### config.mk
export PLATFORM = sky130hd
export DESIGN_NAME = banco_registro_flat
export DESIGN_NICKNAME = d
export VERILOG_FILES = /design/src/rtl/banco_registro_pkg.sv /design/src/rtl/banco_registro_if.sv /design/src/rtl/banco_registro_cell.sv /design/src/rtl/banco_registro.sv /design/src/flat_wrapper.sv
export SDC_FILE = /design/constraint.sdc
export NUM_CORES = 1
export LEC_CHECK = 0
export BUFFER_PORTS_ARGS = -buffer_cell sky130_fd_sc_hd__buf_2
export CORE_MARGIN = 10
export CORE_UTILIZATION = 45
export CTS_CLUSTER_SIZE = 14
export DETAILED_ROUTE_END_ITERATION = 8
export PLACE_DENSITY_LB_ADDON = 0.25
export SLEW_MARGIN = 20
export SYNTH_ARGS = -nofsm -noshare
export SYNTH_HDL_FRONTEND = slang
export SYNTH_SLANG_ARGS = --single-unit
### constraint.sdc
create_clock -name clock -period 4.7 [get_ports clock]
set_input_delay 0.47 -clock clock [delete_from_list [all_inputs] [get_ports clock]]
set_output_delay 0.47 -clock clock [all_outputs]
set_load 0.005 [all_outputs]
### src/rtl/banco_registro_pkg.sv
// Shared widths and types for the 16-bit datapath register file.
package banco_registro_pkg;
  localparam int DATA_W = 16;
  localparam int ADDR_W = 3;
  localparam int NREG   = 2 ** ADDR_W;

  typedef logic [DATA_W-1:0] word_t;
  typedef logic [ADDR_W-1:0] reg_addr_t;
endpackage

### src/rtl/banco_registro_if.sv
// Decode-side bus of the register file: write/read-A select, read-B select, data.
interface banco_registro_if;
  import banco_registro_pkg::*;

  // No handshake: a write happens on every rising clock where Hab_Escrita=1;
  // A and B are combinational views of the selected registers, valid every cycle.
  logic      Hab_Escrita;
  reg_addr_t Sel_E_SA;
  reg_addr_t Sel_SB;
  word_t     E;
  word_t     A;
  word_t     B;

  modport master (
    output Hab_Escrita, Sel_E_SA, Sel_SB, E,
    input  A, B
  );

  modport slave (
    input  Hab_Escrita, Sel_E_SA, Sel_SB, E,
    output A, B
  );
endinterface

### src/rtl/banco_registro_cell.sv
// One DATA_W-bit storage register with asynchronous clear and write enable.
module banco_registro_cell
  import banco_registro_pkg::*;
(
  input  logic  clock,
  input  logic  reset,
  input  logic  we,
  input  word_t d,
  output word_t q
);

  always_ff @(posedge clock or posedge reset) begin
    if (reset) begin
      q <= '0;
    end else if (we) begin
      q <= d;
    end
  end

endmodule

### src/rtl/banco_registro.sv
// Eight-entry register file, shared write/read-A port plus independent read-B port.
// Build option: BANCO_REGISTRO_R0_ZERO_EN hardwires register 0 to zero.
module banco_registro
  import banco_registro_pkg::*;
(
  input  logic              clock,
  input  logic              reset,
  banco_registro_if.slave   bus
);

  word_t regs [NREG];

  for (genvar i = 0; i < NREG; i++) begin : g_reg
`ifdef BANCO_REGISTRO_R0_ZERO_EN
    if (i == 0) begin : g_zero
      assign regs[i] = '0;
    end else begin : g_cell
      // Enable is gated by Hab_Escrita first so unknown selects cannot write.
      logic we;
      assign we = bus.Hab_Escrita && (bus.Sel_E_SA == reg_addr_t'(i));
      banco_registro_cell u_cell (
        .clock (clock),
        .reset (reset),
        .we    (we),
        .d     (bus.E),
        .q     (regs[i])
      );
    end
`else
    logic we;
    assign we = bus.Hab_Escrita && (bus.Sel_E_SA == reg_addr_t'(i));
    banco_registro_cell u_cell (
      .clock (clock),
      .reset (reset),
      .we    (we),
      .d     (bus.E),
      .q     (regs[i])
    );
`endif
  end

  // No write bypass: reads show stored contents until the edge commits E.
  assign bus.A = regs[bus.Sel_E_SA];
  assign bus.B = regs[bus.Sel_SB];

endmodule

### src/flat_wrapper.sv
// flat-port wrapper written by rule: the top's interface ports become plain ports
module banco_registro_flat import banco_registro_pkg::*;
  (clock, reset, bus_Hab_Escrita, bus_Sel_E_SA, bus_Sel_SB, bus_E, bus_A, bus_B);
  banco_registro_if bus_i ();
  input  logic clock;
  input  logic reset;
  input wire logic [$bits(bus_i.Hab_Escrita)-1:0] bus_Hab_Escrita;
  input wire logic [$bits(bus_i.Sel_E_SA)-1:0] bus_Sel_E_SA;
  input wire logic [$bits(bus_i.Sel_SB)-1:0] bus_Sel_SB;
  input wire logic [$bits(bus_i.E)-1:0] bus_E;
  output wire logic [$bits(bus_i.A)-1:0] bus_A;
  output wire logic [$bits(bus_i.B)-1:0] bus_B;
  assign bus_i.Hab_Escrita = bus_Hab_Escrita;
  assign bus_i.Sel_E_SA = bus_Sel_E_SA;
  assign bus_i.Sel_SB = bus_Sel_SB;
  assign bus_i.E = bus_E;
  assign bus_A = bus_i.A;
  assign bus_B = bus_i.B;
  banco_registro u_core (.clock(clock), .reset(reset), .bus(bus_i));
endmodule
Word level (Yosys, flattened, before mapping)
Index checks and enable logic that the tools add are counted. Widths: inputs -> output; s select.

Muxes and demuxes: 6. $mul: 0. $lt $le $gt $ge: 2. Divide/modulo/power cells: 0. Add/subtract/negate cells: 0. Shifts and indexed selects: 0. Bitwise operators: 2. Eq/ne operators: 7. Reductions and logical operators: 9.

Operator list (count): $bmux 16 s3 (2); $mux 16 (4); $eq 3x3->1 const B (4); $ge 4x4->1 const B (2); $logic_and 1x1->1 (8); $not 3->4 (2); $eq 3x2->1 const B (2); $eq 3x1->1 const B (1); $logic_not 3->1 (1).

Memory bits (read-only): 0. Bits in latches: 0. Bits of input ports: 25. Register bits: 128. Memories: 0. Memory bits (writable): 0.

Logic depth before layout (Yosys ltp)
Gate-level depths: netlist of run 1.

Depth in word-level cells: 4. Mapped depth: 5. Gate-level depth less buffers: 2.

By module
Synthesis of run 1 repeated with hierarchy kept, for this count alone.

Cells, all modules: 442. Area total of the unflattened synthesis: 7325.8 µm².

Modules (own cells, without submodules): banco_registro_cell (times used 8, cells an instance 35, area an instance 653.1 µm², sequential area each 400.4 µm²); banco_registro (times used 1, cells an instance 162, area an instance 2100.8 µm², sequential area each 0.0 µm²).

Worst setup path after synthesis of run 1
Ideal clock, no wire load.

Kind: in2out. Start point: in bus_Sel_SB[2]. End point: out bus_B[14]. Cell stages on the path: 4. Arrival: 1.668 ns. Setup slack: 2.562 ns. Required time: 4.230 ns. Buffers on the path: 2. Cell sequence: buf_2 > buf_2 > mux4_2 > mux2_2.

Cells in the longest elaborated chain, start to end: 4.

Ends and longest elaborated chain: start, declared (line flat_wrapper.sv:9) `input wire logic [$bits(bus_i.Sel_SB)-1:0] bus_Sel_SB;`; $not 3->4 (not written as such) (line banco_registro.sv:44) `assign bus.B = regs[bus.Sel_SB];`; $bmux 16 s3 (line banco_registro.sv:44); $mux 16 (not written as such) (2 in series) (line banco_registro.sv:44); end, declared (line flat_wrapper.sv:12) `output wire logic [$bits(bus_i.B)-1:0] bus_B;`.

Every way passes these cells. The select of a mux whose other input is x is not followed.

Worst setup path after layout of run 1
Start point: in bus_Sel_E_SA[2]. End point: out bus_A[1].

Cells in the longest elaborated chain, start to end: 4.

Ends and longest elaborated chain: start, declared (line flat_wrapper.sv:8) `input wire logic [$bits(bus_i.Sel_E_SA)-1:0] bus_Sel_E_SA;`; $not 3->4 (not written as such) (line banco_registro.sv:43) `assign bus.A = regs[bus.Sel_E_SA];`; $bmux 16 s3 (line banco_registro.sv:43); $mux 16 (not written as such) (2 in series) (line banco_registro.sv:43); end, declared (line flat_wrapper.sv:11) `output wire logic [$bits(bus_i.A)-1:0] bus_A;`.

Every way passes these cells. The select of a mux whose other input is x is not followed.

==> impl_metrics.json, run 1 <==
{
  "status": "finished clean",
  "grt_max_degree": 66,
  "antenna_found_initial": 0,
  "max_stage_delay_ns": 0.74,
  "die_area_mm2": 0.0207,
  "multiInputGateArea_mm2": 0.00348,
  "clkLatencyLatePin_ns": 0.42,
  "num_rows": 45,
  "cts_root_buf": "clkbuf_16",
  "dr.pass1.iters": 6,
  "skew_ns": 0,
  "regArea_mm2": 0.00320,
  "p_leak_nw": 3.33,
  "synth-seq-area-share_pct": 46.5,
  "synthAdderAreaFrac_pct": 0,
  "cp.required_ns": 4.23,
  "drtIter0Drc": 214,
  "ys_types": 16,
  "diodes": 0,
  "dp_hpwl_mm": 9.52,
  "drv_slew": 0,
  "yosys.area_share.simple_pct": 2.20,
  "wire_per_inst_um": 24.9,
  "drtAntennaViolNets": 0,
  "gp_congestion": 0.738,
  "tightestPinTransition_ns": 1.01,
  "hp-class": "primary input to async pin",
  "die_w_um": 144,
  "path_common_cell": "buf_2",
  "cts_tree": "yes",
  "port_buffers": 56,
  "drive_above_1_share_pct": 66.5,
  "critPathKind": "primary input to primary output",
  "max-vdd-ir-drop_v": 0.000285,
  "syn_to_final_growth_pct": 13.7,
  "rsz0062_at_grt": "no",
  "top_regs": "u_core.g.u_cell.q: 128 flops",
  "crit_path_start_kind": "primary input",
  "syn-num-nets": 418,
  "num_io_pins": 57,
  "slew_headroom_pct": 32.8,
  "fillers": 1255,
  "layout_commonest_cell": "mux2_2",
  "synth_mux_area_share_pct": 48.1,
  "grt_use_total_pct": 16.6,
  "syn_area_mm2": 0.00689,
  "clkTransAtPathRegs_ns": 0.05,
  "wirelength_mm": 16.0,
  "crit_fanout": 30,
  "num_vias": 3908,
  "finalCriticalPeriod_ns": 3.10,
  "ys_seq_elements": 128,
  "cts.sinks": 128,
  "grt_pass1_vias": 4368,
  "cp_slowest_cell": "buf_2",
  "synth-xor-area-share_pct": 0,
  "mostFrequentLayoutCells": "mux2_2, dfrtp_1, buf_2",
  "synthCells": 393,
  "viasPerCell": 6.09,
  "end_kind": "primary output",
  "fmax_mhz": 323,
  "post_cts_buffers": 0,
  "powerDensity_mw_per_mm2": 460,
  "gr-total-overflow": 0,
  "ys_warn_count": 0,
  "largest_register_ffs": 128,
  "cp_cell_sequence": "buf_2, buf_4, mux4_1, mux2_2, buf_2",
  "final_nets": 467,
  "route.detailed.drc": 0,
  "finalSetupViolations": 0,
  "cp.arrival_ns": 2.63,
  "regMostFlops": "u_core.g.u_cell.q",
  "grt_pass1_wl_mm": 25.7,
  "postCtsResizedCells": 0,
  "drv_cap": 0,
  "htreeDepth": 4,
  "start_util_pct": 45.6,
  "synth_top_family_by_area": "multiplexers",
  "setup_tns_ns": 0,
  "avgSynthCellArea_um2": 17.5,
  "dieHeight_um": 144,
  "synth_compound_area_share_pct": 0,
  "clockBufferDepth": 2,
  "power_mw": 3.60,
  "finalHoldViolCount": 0,
  "ctsHoldBuffers": 0,
  "cts_made_buffers": 17,
  "period_share_pct": 65.9,
  "coreArea_mm2": 0.0151
}
## critical path, delay by kind of cell
family / cells / cell delay (ns)
buf+inv: 3 / 1.24
mux: 2 / 0.88
## routing by layer
metal	up-vias	track usage [%]	routed length, µm
li1	1672	-	-
met5	-	0	0
met3	13	4.16	666
met1	2144	20.5	7050
met4	0	5.59	223
met2	79	27.8	8060
## area by class of cell
cell class	instances	share of cell area [%]
timing repair buffer	62	4.19
inverter	1	0.0799
clock buffer	25	6.33
clock inverter	6	1.02
sequential	128	40.9
multi-input combinational	232	44.5
tap	188	3.00
## logic make-up after synthesis
group         after synthesis
mux                       224
buf+inv                    33
simple gates                8
flops                     128
## worst paths after layout
kind | cells past startpoint | start | endpoint | slack [ns]
setup reg to reg | 1 | u_core.g_reg[3].u_cell.q[9] | u_core.g_reg[3].u_cell.q[9] | 3.89
setup / recovery | 5 | bus_Sel_E_SA[2] | bus_A[1] | 1.60
hold / removal | 2 | reset | u_core.g_reg[6].u_cell.q[15] | 0.22
hold reg to reg | 1 | u_core.g_reg[2].u_cell.q[6] | u_core.g_reg[2].u_cell.q[6] | 0.52
max in group asynchronous | 3 | reset | u_core.g_reg[4].u_cell.q[6] | 3.45
min in group clock | 2 | bus_E[9] | u_core.g_reg[3].u_cell.q[9] | 0.39
## through the flow
step                      setup WS (ns)  std cells  hold slack, ns  util (%)  cell area, µm²
after floorplan                   0.817        393           0.476         -            6890
after global placement             1.57        611           0.497      48.1            7250
after detailed placement           1.56        611           0.509      48.1            7250
after CTS                          1.55        642           0.250      51.9            7830
after global routing               1.45        642           0.292      51.9            7830
final                              1.60        642           0.224      51.9            7830
## Yosys cell counts
master    number  share of area (%)
and4bb_2       2               0.36
buf_1          1              0.054
buf_2         15                1.1
buf_4          8               0.87
buf_6          6               0.98
clkbuf_1       2               0.11
dfrtp_1      128                 47
inv_1          1              0.054
mux2_1         1               0.16
mux2_2       159                 26
mux4_1        19                7.2
mux4_2        45                 15
nand4_4        1               0.31
nand4b_4       3                1.0
nor4b_4        1               0.35
nor4bb_1       1               0.15
## power by group
group | internal (mW) | switching [mW]
clock network | 0.830 | 0.455
logic | 0.523 | 0.270
registers | 1.35 | 0.175
total | 2.70 | 0.900
Power figures use the tool's default switching activity.
==> run 2: changes to the inputs <==
==> constraint.sdc (replaced) <==
create_clock -name clock -period 2.6 [get_ports clock]
set_input_delay 0.26 -clock clock [delete_from_list [all_inputs] [get_ports clock]]
set_output_delay 0.26 -clock clock [all_outputs]
set_load 0.005 [all_outputs]
==> run 2 against run 1 <==
Effect of this change:
- sequential cell count unchanged
- via count up 0.72%
- count of clock-buffer cells in the layout down 7
- largest power group unchanged
- hold slack worse by 0.20 ns
- global-route usage down 0.66 points
- sequential share of layout area down 1.1 points
- design area up 2.7%
- first-iteration DRC count down 20%
- die area unchanged
- clock skew unchanged
==> impl_metrics.json, run 2 (synthesis results as in run 1) <==
{
  "drtAntennaViolNets": 0,
  "postCtsResizedCells": 0,
  "clockBufferDepth": 2,
  "reg2reg_depth": 1,
  "dp_hpwl_mm": 9.70,
  "gr-total-overflow": 0,
  "grt_pass1_vias": 4231,
  "crit_cells": 5,
  "port_buffers": 56,
  "syn_to_final_growth_pct": 16.8,
  "cts_root_buf": "clkbuf_16",
  "rr_endpoint": "u_core.g_reg[3].u_cell.q[9]",
  "grt_use_total_pct": 15.9,
  "critPathKind": "primary input to primary output",
  "r2r_slack_ns": 1.80,
  "top_regs": "u_core.g.u_cell.q: 128 flops",
  "drv_cap": 0,
  "timing.rr.start": "u_core.g_reg[3].u_cell.q[9]",
  "cp.required_ns": 2.34,
  "wire_per_inst_um": 23.8,
  "max-vdd-ir-drop_v": 0.000448,
  "drv_slew": 0,
  "p_leak_nw": 3.43,
  "crit_family": "buffers and inverters",
  "max_stage_delay_ns": 0.44,
  "dieHeight_um": 144,
  "regArea_mm2": 0.00320,
  "grt_pass1_wl_mm": 24.9,
  "path_buf_inv": 3,
  "skew_ns": 0,
  "diodes": 0,
  "wirelength_mm": 15.6,
  "coreArea_mm2": 0.0151,
  "fmax_mhz": 488,
  "cp_slowest_cell": "buf_2",
  "cts.sinks": 128,
  "finalHoldViolCount": 0,
  "path_common_cell": "buf_2",
  "slew_headroom_pct": 53.7,
  "viasPerCell": 6.02,
  "status": "finished clean",
  "die_area_mm2": 0.0207,
  "post_cts_buffers": 0,
  "route.detailed.drc": 0,
  "finalCriticalPeriod_ns": 2.05,
  "num_vias": 3936,
  "hp-class": "primary input to async pin",
  "multiInputGateArea_mm2": 0.00348,
  "clkTransAtPathRegs_ns": 0.06,
  "place_ws_ns": 0.556,
  "startpoint": "bus_Sel_E_SA[1]",
  "fillers": 1220,
  "fin_ws_ns": 0.550,
  "crit_end": "bus_A[2]",
  "cts_tree": "yes",
  "drtIter0Drc": 172,
  "tightestPinTransition_ns": 0.695,
  "final_nets": 478,
  "largest_register_ffs": 128,
  "finalSetupViolations": 0,
  "cp_cell_sequence": "buf_2, buf_4, mux4_1, mux2_2, buf_2",
  "die_w_um": 144,
  "layout_commonest_cell": "mux2_2",
  "mostFrequentLayoutCells": "mux2_2, dfrtp_1, buf_2",
  "setup_tns_ns": 0,
  "crit_fanout": 18,
  "htreeDepth": 4,
  "dr.pass1.iters": 4,
  "cts_made_buffers": 17,
  "period_share_pct": 78.8,
  "drive_above_1_share_pct": 68.0,
  "crit_path_start_kind": "primary input",
  "regMostFlops": "u_core.g.u_cell.q",
  "clkLatencyLatePin_ns": 0.41,
  "ctsHoldBuffers": 0,
  "end_kind": "primary output",
  "antenna_found_initial": 0,
  "powerDensity_mw_per_mm2": 843,
  "start_util_pct": 45.6,
  "grt_max_degree": 129,
  "cp.arrival_ns": 1.79,
  "rsz0062_at_grt": "no",
  "num_io_pins": 57,
  "num_rows": 45,
  "gp_congestion": 0.738
}
run 2: cell count changes in the layout (fill, tap and decap cells not counted):
cell / delta
clkinv_4: +4
clkinv_2: -1
clkbuf_8: -4
buf_2: +1
inv_4: -1
clkbuf_1: -3
clkinvlp_4: +3
buf_4: +5
buf_12: +5
bufinv_16: +3
run 2: how the worst min path moves through the flow:
stage / cells past startpoint / endpoint / startpoint
finish: 3 / u_core.g_reg[5].u_cell.q[15] / reset
global route: 3 / u_core.g_reg[1].u_cell.q[15] / reset
CTS: 3 / u_core.g_reg[7].u_cell.q[15] / reset
detailed placement: 1 / u_core.g_reg[3].u_cell.q[0] / u_core.g_reg[3].u_cell.q[0]
global placement: 1 / u_core.g_reg[3].u_cell.q[9] / u_core.g_reg[3].u_cell.q[9]
floorplan: 1 / u_core.g_reg[3].u_cell.q[9] / bus_E[9]
run 2: routing by layer:
metal  track usage [%]  up-vias  share of wire, %
li1                  -     1699                 -
met1              20.7     2154                45
met2              25.9       72                51
met3              3.73       11               3.6
met4              5.21        0               1.2
met5                 0        -                 0
run 2: report_power, final:
part | internal [mW] | leakage (nW) | total, mW | switching, mW
Clock | 1.70 | 0.310 | 2.58 | 0.880
Combinational | 0.960 | 1.58 | 1.45 | 0.485
Sequential | 2.44 | 1.54 | 2.75 | 0.314
run 2: final cells by class:
| type | instances | area share [%] |
|---|---|---|
| multi-input combinational | 232 | 43.3 |
| sequential | 128 | 39.8 |
| timing repair buffer | 73 | 5.85 |
| clock buffer | 18 | 5.34 |
| tap | 188 | 2.93 |
| clock inverter | 14 | 2.68 |
| inverter | 1 | 0.0934 |
run 2: through the flow:
| step | area, µm² | power, mW | util, % | hold slack [ns] | cells |
|---|---|---|---|---|---|
| after CTS | 8040 | 6.85 | 53.3 | 0.0791 | 654 |
| after detailed placement | 7400 | 4.24 | 49.0 | 0.510 | 622 |
| after floorplan | 6890 | 3.76 | - | 0.392 | 393 |
| after global placement | 7400 | 4.18 | 49.0 | 0.495 | 622 |
| final | 8040 | 6.78 | 53.3 | 0.0268 | 654 |
| after global routing | 8040 | 7.11 | 53.3 | 0.0843 | 654 |
